===== config.mk =====
export PLATFORM = sky130hd
export DESIGN_NAME = wb_arbiter_flat
export DESIGN_NICKNAME = d
export VERILOG_FILES = /design/src/rtl/wb_pkg.sv /design/src/rtl/wb_arbiter_if.sv /design/src/rtl/wb_fifo.sv /design/src/rtl/wb_arbiter.sv /design/src/flat_wrapper.sv
export SDC_FILE = /design/constraint.sdc
export NUM_CORES = 1
export LEC_CHECK = 0
export BUFFER_PORTS_ARGS = -buffer_cell sky130_fd_sc_hd__buf_2
export CAP_MARGIN = 20
export CORE_ASPECT_RATIO = 0.8
export CORE_UTILIZATION = 50
export CTS_CLUSTER_DIAMETER = 80
export CTS_CLUSTER_SIZE = 12
export DETAILED_ROUTE_END_ITERATION = 12
export PLACE_DENSITY = 0.76
export SLEW_MARGIN = 20
export SYNTH_ARGS = -nofsm -noshare
export SYNTH_HDL_FRONTEND = slang
export SYNTH_SLANG_ARGS = --single-unit

===== constraint.sdc =====
create_clock -name clock -period 3.9 [get_ports clock]
set_clock_uncertainty 0.05 [all_clocks]
set_input_delay 0.78 -clock clock [delete_from_list [all_inputs] [get_ports clock]]
set_output_delay 0.78 -clock clock [all_outputs]
set_load 0.01 [all_outputs]

===== src/rtl/wb_pkg.sv =====
// Shared types and constants for the writeback arbiter slice.
// Latency: n/a (declarations only).
// Backpressure: n/a (declarations only).
// Optional feature macro used by this slice: WB_BYPASS_EN.
package wb_pkg;

  localparam int DATA_W      = 32;
  localparam int REG_W       = 5;
  localparam int RSTATUS_REG = 30;
  localparam int EXC_MUL     = 4;
  localparam int EXC_DIV     = 5;

  // One candidate regfile write.
  typedef struct packed {
    logic              valid;
    logic [REG_W-1:0]  rd;
    logic [DATA_W-1:0] data;
  } wb_req_t;

  // Which producer owns the output register this cycle.
  typedef enum logic [1:0] {
    SRC_NONE = 2'd0,
    SRC_MD   = 2'd1,
    SRC_FIFO = 2'd2,
    SRC_PIPE = 2'd3
  } wb_src_e;

  // A multdiv exception replaces the result with a status code aimed at rstatus.
  function automatic wb_req_t md_to_req(input logic              exc,
                                        input logic              is_div,
                                        input logic [REG_W-1:0]  rd,
                                        input logic [DATA_W-1:0] data);
    wb_req_t r;
    r.valid = 1'b1;
    if (exc) begin
      r.rd   = REG_W'(RSTATUS_REG);
      r.data = is_div ? DATA_W'(EXC_DIV) : DATA_W'(EXC_MUL);
    end else begin
      r.rd   = rd;
      r.data = data;
    end
    return r;
  endfunction

endpackage


===== src/rtl/wb_arbiter_if.sv =====
// Bundle of the producer-facing and regfile-facing signals of the writeback arbiter.
// Latency: n/a (wiring only).
// Backpressure: pipe_valid/pipe_ready handshake; md_* is never stalled.
// Ports: pipe_* (in-order producer), md_* (multdiv producer), ctrl_writeEnable/ctrl_writeReg/
// data_writeReg (regfile port), byp_* lookup signals only when WB_BYPASS_EN is defined.
// master = producers/regfile side (testbench), slave = the arbiter.
interface wb_arbiter_if;
  import wb_pkg::*;

  logic              pipe_valid;
  logic              pipe_ready;
  logic [REG_W-1:0]  pipe_rd;
  logic [DATA_W-1:0] pipe_data;

  logic              md_done;
  logic [REG_W-1:0]  md_rd;
  logic [DATA_W-1:0] md_data;
  logic              md_exception;
  logic              md_is_div;

  logic              ctrl_writeEnable;
  logic [REG_W-1:0]  ctrl_writeReg;
  logic [DATA_W-1:0] data_writeReg;

`ifdef WB_BYPASS_EN
  logic [REG_W-1:0]  byp_rd_a;
  logic [REG_W-1:0]  byp_rd_b;
  logic              byp_hit_a;
  logic              byp_hit_b;
  logic [DATA_W-1:0] byp_data_a;
  logic [DATA_W-1:0] byp_data_b;
`endif

  modport master (
    output pipe_valid, pipe_rd, pipe_data,
    output md_done, md_rd, md_data, md_exception, md_is_div,
`ifdef WB_BYPASS_EN
    output byp_rd_a, byp_rd_b,
    input  byp_hit_a, byp_hit_b, byp_data_a, byp_data_b,
`endif
    input  pipe_ready, ctrl_writeEnable, ctrl_writeReg, data_writeReg
  );

  modport slave (
    input  pipe_valid, pipe_rd, pipe_data,
    input  md_done, md_rd, md_data, md_exception, md_is_div,
`ifdef WB_BYPASS_EN
    input  byp_rd_a, byp_rd_b,
    output byp_hit_a, byp_hit_b, byp_data_a, byp_data_b,
`endif
    output pipe_ready, ctrl_writeEnable, ctrl_writeReg, data_writeReg
  );

endinterface


===== src/rtl/wb_fifo.sv =====
// Small in-order FIFO of parked pipeline writes; head is combinational from storage.
// Latency: a pushed entry is visible at the head the cycle after the push.
// Backpressure: push is ignored when full unless popping the same cycle; pop ignored when empty.
// Ports: clock, ctrl_reset_n, i_push/i_push_dat, i_pop, o_head_dat, o_count, o_empty,
// and o_tap (oldest-to-youngest view, valid-masked) when WB_BYPASS_EN is defined.
module wb_fifo
  import wb_pkg::*;
#(
  parameter  int DEPTH = 2,
  localparam int PTR_W = (DEPTH > 1) ? $clog2(DEPTH) : 1,
  localparam int CNT_W = $clog2(DEPTH + 1)
) (
  input  logic             clock,
  input  logic             ctrl_reset_n,
  input  logic             i_push,
  input  wb_req_t          i_push_dat,
  input  logic             i_pop,
  output wb_req_t          o_head_dat,
  output logic [CNT_W-1:0] o_count,
  output logic             o_empty
`ifdef WB_BYPASS_EN
  ,
  output wb_req_t          o_tap [DEPTH]
`endif
);

  wb_req_t          r_mem [DEPTH];
  logic [PTR_W-1:0] r_rd_ptr;
  logic [PTR_W-1:0] r_wr_ptr;
  logic [CNT_W-1:0] r_count;
  logic             w_full;
  logic             w_push_ok;
  logic             w_pop_ok;

  function automatic logic [PTR_W-1:0] ptr_next(input logic [PTR_W-1:0] p);
    return (p == PTR_W'(DEPTH - 1)) ? '0 : p + PTR_W'(1);
  endfunction

  assign o_empty   = (r_count == '0);
  assign w_full    = (r_count == CNT_W'(DEPTH));
  assign w_pop_ok  = i_pop & ~o_empty;
  // A push at full is only legal because the pop frees the slot this same cycle.
  assign w_push_ok = i_push & (~w_full | w_pop_ok);

  always_ff @(posedge clock or negedge ctrl_reset_n) begin
    if (!ctrl_reset_n) begin
      r_rd_ptr <= '0;
      r_wr_ptr <= '0;
      r_count  <= '0;
    end else begin
      if (w_push_ok) r_wr_ptr <= ptr_next(r_wr_ptr);
      if (w_pop_ok)  r_rd_ptr <= ptr_next(r_rd_ptr);
      if (w_push_ok && !w_pop_ok)      r_count <= r_count + CNT_W'(1);
      else if (w_pop_ok && !w_push_ok) r_count <= r_count - CNT_W'(1);
    end
  end

  // Storage carries no reset; occupancy is tracked entirely by r_count.
  always_ff @(posedge clock) begin
    if (w_push_ok) r_mem[r_wr_ptr] <= i_push_dat;
  end

  assign o_head_dat = r_mem[r_rd_ptr];
  assign o_count    = r_count;

`ifdef WB_BYPASS_EN
  always_comb begin
    for (int i = 0; i < DEPTH; i++) begin
      o_tap[i]       = r_mem[PTR_W'((int'(r_rd_ptr) + i) % DEPTH)];
      o_tap[i].valid = (i < int'(r_count));
    end
  end
`endif

endmodule


===== src/rtl/wb_arbiter.sv =====
// Writeback arbiter: merges pipeline and multdiv writes onto the single regfile write port.
// Latency: the selected write is registered, appearing on the regfile port 1 cycle later.
// Backpressure: pipe_ready drops only when the park FIFO is full and not draining; md never stalls.
// Ports: clock, ctrl_reset_n (async, active-low), bus (wb_arbiter_if.slave).
// Optional feature: WB_BYPASS_EN adds a combinational youngest-pending-write lookup on byp_*.
module wb_arbiter
  import wb_pkg::*;
#(
  parameter int FIFO_DEPTH = 2
) (
  input  logic         clock,
  input  logic         ctrl_reset_n,
  wb_arbiter_if.slave  bus
);

  localparam int CNT_W = $clog2(FIFO_DEPTH + 1);

  logic              r_rdy_en;
  logic              r_we;
  logic [REG_W-1:0]  r_reg;
  logic [DATA_W-1:0] r_data;

  wb_req_t           w_head;
  wb_req_t           w_md_req;
  wb_req_t           w_pipe_req;
  wb_req_t           w_sel;
  wb_src_e           w_src;
  logic [CNT_W-1:0]  w_count;
  logic              w_empty;
  logic              w_pop;
  logic              w_push;
  logic              w_accept;
  logic              w_ready;

  // Held low through reset and released on the first clock after it.
  always_ff @(posedge clock or negedge ctrl_reset_n) begin
    if (!ctrl_reset_n) r_rdy_en <= 1'b0;
    else               r_rdy_en <= 1'b1;
  end

  // The FIFO head drains whenever multdiv is not claiming the port.
  assign w_pop    = ~w_empty & ~bus.md_done;
  assign w_ready  = r_rdy_en & ((w_count < CNT_W'(FIFO_DEPTH)) | w_pop);
  assign w_accept = bus.pipe_valid & w_ready;
  // Park the pipe write if multdiv wins, or if older pipe writes are still queued
  // (bypassing them would reorder the in-order stream).
  assign w_push   = w_accept & (bus.md_done | ~w_empty);

  assign w_md_req   = md_to_req(bus.md_exception, bus.md_is_div, bus.md_rd, bus.md_data);
  assign w_pipe_req = '{valid: 1'b1, rd: bus.pipe_rd, data: bus.pipe_data};

  always_comb begin
    w_src = SRC_NONE;
    if (bus.md_done)   w_src = SRC_MD;
    else if (!w_empty) w_src = SRC_FIFO;
    else if (w_accept) w_src = SRC_PIPE;
  end

  always_comb begin
    w_sel = '0;
    case (w_src)
      SRC_MD:   w_sel = w_md_req;
      SRC_FIFO: w_sel = w_head;
      SRC_PIPE: w_sel = w_pipe_req;
      default:  w_sel = '0;
    endcase
  end

  // A write to r0 still consumes its slot but never raises the enable.
  always_ff @(posedge clock or negedge ctrl_reset_n) begin
    if (!ctrl_reset_n) begin
      r_we   <= 1'b0;
      r_reg  <= '0;
      r_data <= '0;
    end else begin
      r_we   <= w_sel.valid & (w_sel.rd != '0);
      r_reg  <= w_sel.rd;
      r_data <= w_sel.data;
    end
  end

`ifdef WB_BYPASS_EN
  wb_req_t w_tap [FIFO_DEPTH];
`endif

  wb_fifo #(.DEPTH(FIFO_DEPTH)) u_fifo (
    .clock        (clock),
    .ctrl_reset_n (ctrl_reset_n),
    .i_push       (w_push),
    .i_push_dat   (w_pipe_req),
    .i_pop        (w_pop),
    .o_head_dat   (w_head),
    .o_count      (w_count),
    .o_empty      (w_empty)
`ifdef WB_BYPASS_EN
    ,
    .o_tap        (w_tap)
`endif
  );

  assign bus.pipe_ready       = w_ready;
  assign bus.ctrl_writeEnable = r_we;
  assign bus.ctrl_writeReg    = r_reg;
  assign bus.data_writeReg    = r_data;

`ifdef WB_BYPASS_EN
  // Youngest pending write wins: the output register is the fallback, then FIFO
  // entries overwrite it oldest-to-youngest so the tail has the final say.
  function automatic logic [DATA_W:0] byp_lookup(input logic [REG_W-1:0] rd);
    logic [DATA_W:0] res;
    res = '0;
    if (rd != '0) begin
      if (r_we && (r_reg == rd)) res = {1'b1, r_data};
      for (int i = 0; i < FIFO_DEPTH; i++) begin
        if (w_tap[i].valid && (w_tap[i].rd == rd)) res = {1'b1, w_tap[i].data};
      end
    end
    return res;
  endfunction

  assign {bus.byp_hit_a, bus.byp_data_a} = byp_lookup(bus.byp_rd_a);
  assign {bus.byp_hit_b, bus.byp_data_b} = byp_lookup(bus.byp_rd_b);
`endif

endmodule

===== src/flat_wrapper.sv =====
// flat-port wrapper written by rule: the top's interface ports become plain ports
module wb_arbiter_flat import wb_pkg::*;
#(
  parameter int FIFO_DEPTH = 2
)
  (clock, ctrl_reset_n, bus_pipe_valid, bus_pipe_rd, bus_pipe_data, bus_md_done, bus_md_rd, bus_md_data, bus_md_exception, bus_md_is_div, bus_pipe_ready, bus_ctrl_writeEnable, bus_ctrl_writeReg, bus_data_writeReg);
  wb_arbiter_if bus_i ();
  input  logic clock;
  input  logic ctrl_reset_n;
  input wire logic [$bits(bus_i.pipe_valid)-1:0] bus_pipe_valid;
  input wire logic [$bits(bus_i.pipe_rd)-1:0] bus_pipe_rd;
  input wire logic [$bits(bus_i.pipe_data)-1:0] bus_pipe_data;
  input wire logic [$bits(bus_i.md_done)-1:0] bus_md_done;
  input wire logic [$bits(bus_i.md_rd)-1:0] bus_md_rd;
  input wire logic [$bits(bus_i.md_data)-1:0] bus_md_data;
  input wire logic [$bits(bus_i.md_exception)-1:0] bus_md_exception;
  input wire logic [$bits(bus_i.md_is_div)-1:0] bus_md_is_div;
  output wire logic [$bits(bus_i.pipe_ready)-1:0] bus_pipe_ready;
  output wire logic [$bits(bus_i.ctrl_writeEnable)-1:0] bus_ctrl_writeEnable;
  output wire logic [$bits(bus_i.ctrl_writeReg)-1:0] bus_ctrl_writeReg;
  output wire logic [$bits(bus_i.data_writeReg)-1:0] bus_data_writeReg;
  assign bus_i.pipe_valid = bus_pipe_valid;
  assign bus_i.pipe_rd = bus_pipe_rd;
  assign bus_i.pipe_data = bus_pipe_data;
  assign bus_i.md_done = bus_md_done;
  assign bus_i.md_rd = bus_md_rd;
  assign bus_i.md_data = bus_md_data;
  assign bus_i.md_exception = bus_md_exception;
  assign bus_i.md_is_div = bus_md_is_div;
  assign bus_pipe_ready = bus_i.pipe_ready;
  assign bus_ctrl_writeEnable = bus_i.ctrl_writeEnable;
  assign bus_ctrl_writeReg = bus_i.ctrl_writeReg;
  assign bus_data_writeReg = bus_i.data_writeReg;
  wb_arbiter #(.FIFO_DEPTH(FIFO_DEPTH)) u_core (.clock(clock), .ctrl_reset_n(ctrl_reset_n), .bus(bus_i));
endmodule

* Yosys cells after proc, flatten, opt, wreduce, memory -nomap -nowiden *
Memory sizes are Yosys's and may differ from the RTL's.
Cells that the tools add are included.
Widths: inputs -> output; s select.

storage, ports and cells
  bits in registers = 43
  bits in writable memories = 74
  bits of input ports = 80
  output and inout port bits = 39
  logic and storage cells = 49
  memories = 1

memory list
  memory               words  bits a word  read ports  clocked after Yosys merged registers in  write ports  line           text
  u_core.u_fifo.r_mem  2      37           1           0                                        1            wb_fifo.sv:27  wb_req_t r_mem [DEPTH];

operators by class
  add/sub/neg operators = 4
  order comparisons = 1
  equal/unequal tests = 4
  muxes and demuxes = 12
  bitwise logic cells = 13
  reductions and logical operators = 7

operator list
  kind                 count
  $pmux 38 s3          1
  $mux 37              1
  $mux 2               5
  $and 1x1->1          7
  $eq 2x2->1 const B   3
  $mux 1               5
  $reduce_bool 5->1    1
  $not 1->1            3
  $or 1x1->1           3
  $add 1x1->1 const B  2
  $add 2x1->2 const B  1
  $eq 2x1->1 const B   1
  $logic_and 1x1->1    2
  $logic_not 1->1      2
  $logic_not 2->1      1
  $lt 2x2->1 const B   1
  $reduce_bool 2->1    1
  $sub 2x1->2 const B  1

* Depth between registers and ports, before layout *
  depth after elaboration = 13
  gate-level depth with buffers = 8
  gate-level depth less buffers = 6

* By module *
From an unflattened synthesis, not the netlist that was laid out.

unflattened totals
  cells, all modules = 342
  area, all modules = 5,023.6 sq um

by module, submodules not included
  module      instances  cells an instance  area an instance (sq um)  seq. area each (sq um)
  wb_fifo     1          136                2,950.3                   2,382.3
  wb_arbiter  1          206                2,073.2                   975.9

* Least setup slack after synthesis *
Ideal clock, no wire load.

  path kind = input port to flip-flop
  start = input port bus_pipe_valid
  end = memory u_core.u_fifo.r_mem[0][0] in the netlist's numbering (enable)
  library setup time = 436 ps
  arrival = 3,016 ps
  required time = 3,414 ps
  slack = 399 ps
  cell stages on the path = 3
  path buffers = 0
  path through = nand2_1 a211oi_1 nor2b_1

between the ends
  longest elaborated chain between the ends = 5

ends and longest elaborated chain
  what                               line                text
  start: declaration                 flat_wrapper.sv:10  input wire logic [$bits(bus_i.pipe_valid)-1:0] bus_pipe_valid;
  $and 1x1->1                        wb_arbiter.sv:44    assign w_accept = bus.pipe_valid & w_ready;
  $and 1x1->1                        wb_arbiter.sv:47    assign w_push = w_accept & (bus.md_done | ~w_empty);
  $and 1x1->1                        wb_fifo.sv:43       assign w_push_ok = i_push & (~w_full | w_pop_ok);
  named net u_core.u_fifo.w_push_ok  wb_fifo.sv:32       logic w_push_ok;
  $mux 1                             wb_fifo.sv:60       if (w_push_ok) r_mem[r_wr_ptr] <= i_push_dat;
  $mux 1 (implied by the code)       wb_fifo.sv:60
  end: declaration                   wb_fifo.sv:27

The timed path passes the listed nets, and every way through them passes these cells.

* Worst setup path in the final report *
  start = register u_core.u_fifo.r_count[0], in the netlist u_core.u_fifo.o_count[0]
  end = memory u_core.u_fifo.r_mem[1][15] in the netlist's numbering (enable)

between the ends
  longest elaborated chain between the ends = 10
  elaborated cells on any way between the ends = 16
  those cells by class = 1 x order compare; 1 x eq/ne; 2 x mux; 11 x bitwise; 1 x reduce/logical

ends and longest elaborated chain
  what                               line                                               text
  start: declaration                 wb_fifo.sv:30                                      logic [CNT_W-1:0] r_count;
  start signal: assignment           wb_fifo.sv:53                                      if (w_push_ok && !w_pop_ok) r_count <= r_count + CNT_W'(1);
  start signal: assignment           wb_fifo.sv:54                                      else if (w_pop_ok && !w_push_ok) r_count <= r_count - CNT_W'(1);
  $logic_not 2->1                    wb_fifo.sv:39                                      assign o_empty = (r_count == '0);
  $not 1->1                          wb_fifo.sv:41, wb_arbiter.sv:42, wb_arbiter.sv:47
  $and 1x1->1                        wb_arbiter.sv:42                                   assign w_pop = ~w_empty & ~bus.md_done;
  $or 1x1->1                         wb_arbiter.sv:43                                   assign w_ready = r_rdy_en & ((w_count < CNT_W'(FIFO_DEPTH)) | w_pop);
  $and 1x1->1                        wb_arbiter.sv:43
  $and 1x1->1                        wb_arbiter.sv:44
  $and 1x1->1                        wb_arbiter.sv:47
  $and 1x1->1 (*)                    wb_fifo.sv:43
  named net u_core.u_fifo.w_push_ok  wb_fifo.sv:32
  $mux 1 (*)                         wb_fifo.sv:60
  $mux 1 (implied by the code) (*)   wb_fifo.sv:60

The timed path passes the listed nets; every way through them passes the cells marked *.

==> results.md <==
- Met2 Use GR: roughly a third
- HPWL Detailed: approximately 5700 um
- Type of the worst setup path: register to register
- Die ar.: a little over 0.009 sq mm
- Via density: ~5.4
- Pin count of the biggest net entering global routing: 44
- Postcts setup bufs: 0
- Sequential share of the synthesized area: 73.7%
- Largest area contributor in the netlist: edfxtp_1
- RSZ-0062 raised after global routing: false
- Startpoint Class: register
- Area delta synth->final: 27.9%
- Fill cells: 600
- Ports: 119
- Most frequent cell after synthesis: edfxtp_1
- Total Wirelength: roughly 9200 um
- Mean Syn Cell Area: approximately 16 sq um
- Antenna Nets Post-Route: 0
- CTS Hold Bufs: 0
- Share of cells above drive strength 1: about two fifths
- Vias: roughly 2800
- Gr usage total: slightly above 20%
- Layout Nets: 477
- M3 GR Usage: under 10%
- Rows: 30
- WP data arrival: about 2.5 ns
- Depth of the CTS H-tree: 4
- Crit path time final: between 2 and 2.5 ns
- Chip Height: 86.6 um
- Max-slew violation count: 0
- FF+latch count, synth: 117
- Routability cong.: around 0.8
- VDD IR max: 0.000371 V
- Antenna cells: 0
- Grt peak-use layer: met2
- Routed wire per std cell: 17.6 um
- Syn. warnings: 0
- CTS root buffer: clkbuf_8
- Asr flop ratio synth: approximately 37%
- Grt total ovfl: 0
- Met1 GRT Util: a little over a quarter
- Drt drc: 0
- Synth Instances: 272
- Initial antenna violation count: 0
- Relative slew slack: a little over a third
- Req. time, crit path: between 3 and 4 ns
- Core Footprint: approximately 0.0086 sq mm
- Die X: approximately 110 um
- Setup-failing EPs final: 0
- Worst skew pair latency: roughly 0.5 ns
- Final Cell Area: roughly 0.0057 sq mm
- Setup TNS: 0 ns
- Number of flops mapped to enable cells by yosys: 74
- Synth area leaders: edfxtp_1, dfrtp_1, mux2i_1
- PortBufs: ~120
- Max Clock Freq: 0.416 GHz
- Crit Path Max Fanout: 37
- Worst hold path type: input port to async pin
- Maxcap violations: 0
- Post-cts resize count: 0
- Status: finished, final reports clean
- Multi-input logic area: roughly 0.0011 sq mm
- Worst setup EP type: register
- CTS Sinks: approximately 120
- Actual slew at the worst max-slew pin: 0.965 ns
- Final period util: a little over 60%
- FF+latch area: approximately 0.0033 sq mm
- Synth Cell Area: between 0.004 and 0.005 sq mm
- Pwr/cell area: 688 mW/mm^2
- Most used DFF post-synth: edfxtp_1
- 1st-pass router iterations: 4
- Top cell type's share of synthesized area: between 40% and 50%
- Netlist cell types: 30
- Initial core utilization: ~52%
- Syn_nets: 353
- Leak: between 2 and 2.5 nW
- Final hold vios: 0
- CTS tree: yes
- Via count of the first global-routing pass: 2809
- Placed cell area: a little over 0.005 sq mm
- CTS Buf Count: 17
- First-pass GRT wire length: 14000 um
- DRT iter0 DRCs: roughly 170
- Clock slew at reported path FFs: approximately 0.060 ns
- Clk buf depth: 2
- Synth top cells by count: edfxtp_1, dfrtp_1, mux2i_1
final timing paths:
| check | from | end | slack [ns] | cells past startpoint |
|---|---|---|---|---|
| max reg2reg | u_core.u_fifo.o_count[0]$_DFFE_PN0P_ | u_core.u_fifo.r_mem[1][15]$_DFFE_PP_ | 1.50 | 3 |
| min reg2reg | u_core.u_fifo.r_wr_ptr$_DFFE_PN0P_ | u_core.u_fifo.r_wr_ptr$_DFFE_PN0P_ | 0.50 | 1 |
| min in group clock | bus_pipe_data[29] | u_core.u_fifo.r_mem[1][29]$_DFFE_PP_ | 0.43 | 1 |
| max in group asynchronous | ctrl_reset_n | u_core.u_fifo.r_rd_ptr$_DFFE_PN0P_ | 3.15 | 1 |
| min | ctrl_reset_n | u_core.bus.ctrl_writeEnable$_DFF_PN0_ | 0.23 | 1 |
| max | u_core.u_fifo.o_count[0]$_DFFE_PN0P_ | u_core.u_fifo.r_mem[1][15]$_DFFE_PP_ | 1.50 | 3 |
area by class of cell:
class	instances	share of cell area (%)
clock buffers	19	7.54
flip-flops and latches	117	57.7
repair buffers	121	10.8
well taps	112	2.45
multi-input cells	139	19.2
clock inverters	13	2.34
where the power goes:
part	switching, mW	internal [mW]
clock	0.529	0.920
sequential	0.123	1.56
combinational	0.433	0.374
total	1.09	2.85
cell families (layout without fill, tap and decap cells):
logic type	Yosys count	in the layout	share of synthesized area, %
flip-flops	117	117	73.7
buffers and inverters	16	153	2.07
adder cells (fa/ha/maj)	1	1	0.280
multiplexers	38	38	8.53
other	1	1	0.0838
AO/OA/AOI/OAI	50	50	9.82
XOR/XNOR	5	5	0.979
AND/OR/NAND/NOR	44	44	4.50
critical path: stages, from the launching register on:
cell,delay [ns]
dfrtp_1,0.49
nor3_2,0.11
a211oi_1,0.49
and2_2,0.87
placed cells by master (no fill, tap or decap), drive strengths merged:
cell	synthesis	layout
xor2	3	3
o211ai	2	2
a21o	3	3
or4	1	1
and2	2	2
nor2b	3	3
o21ai	8	8
nor2	33	33
a21boi	1	1
nand2	3	3
buf	11	121
nor3	1	1
mux2i	37	37
xnor2	2	2
mux2	1	1
a211oi	1	1
edfxtp	74	74
clkinvlp	0	3
ha	1	1
bufinv	0	2
a22o	1	1
dfrtp	43	43
o21a	1	1
a221o	31	31
clkinv	0	8
o21bai	1	1
o31a	1	1
or4b	1	1
clkbuf	5	19
conb	1	1
state kept, by name, indices dropped and copies added, names as in the netlist:
| register | cells |
|---|---|
| u_core.u_fifo.r_mem | 74 |
| u_core.bus.data_writeReg | 32 |
| u_core.bus.ctrl_writeReg | 5 |
| u_core.u_fifo.o_count | 2 |
| u_core.bus.ctrl_writeEnable | 1 |
| u_core.r_rdy_en | 1 |
| u_core.u_fifo.r_rd_ptr | 1 |
| u_core.u_fifo.r_wr_ptr | 1 |
per-layer routing:
metal	vias to the layer above	wire, um
met5	-	0
met4	0	88
met3	8	694
met2	117	4420
met1	1377	3970
li1	1304	-
through the flow:
step	total power [mW]	hold WS (ns)	worst slack, ns	instances	utilization (%)
floorplan	2.22	0.405	0.399	272	-
global placement	2.49	0.476	1.14	489	60.0
detailed placement	2.51	0.491	0.998	489	60.0
CTS	3.97	0.411	1.49	521	66.5
global route	4.11	0.263	1.35	521	66.6
finish	3.94	0.233	1.50	521	66.6
Note: power is estimated with default switching activity, not from simulation.
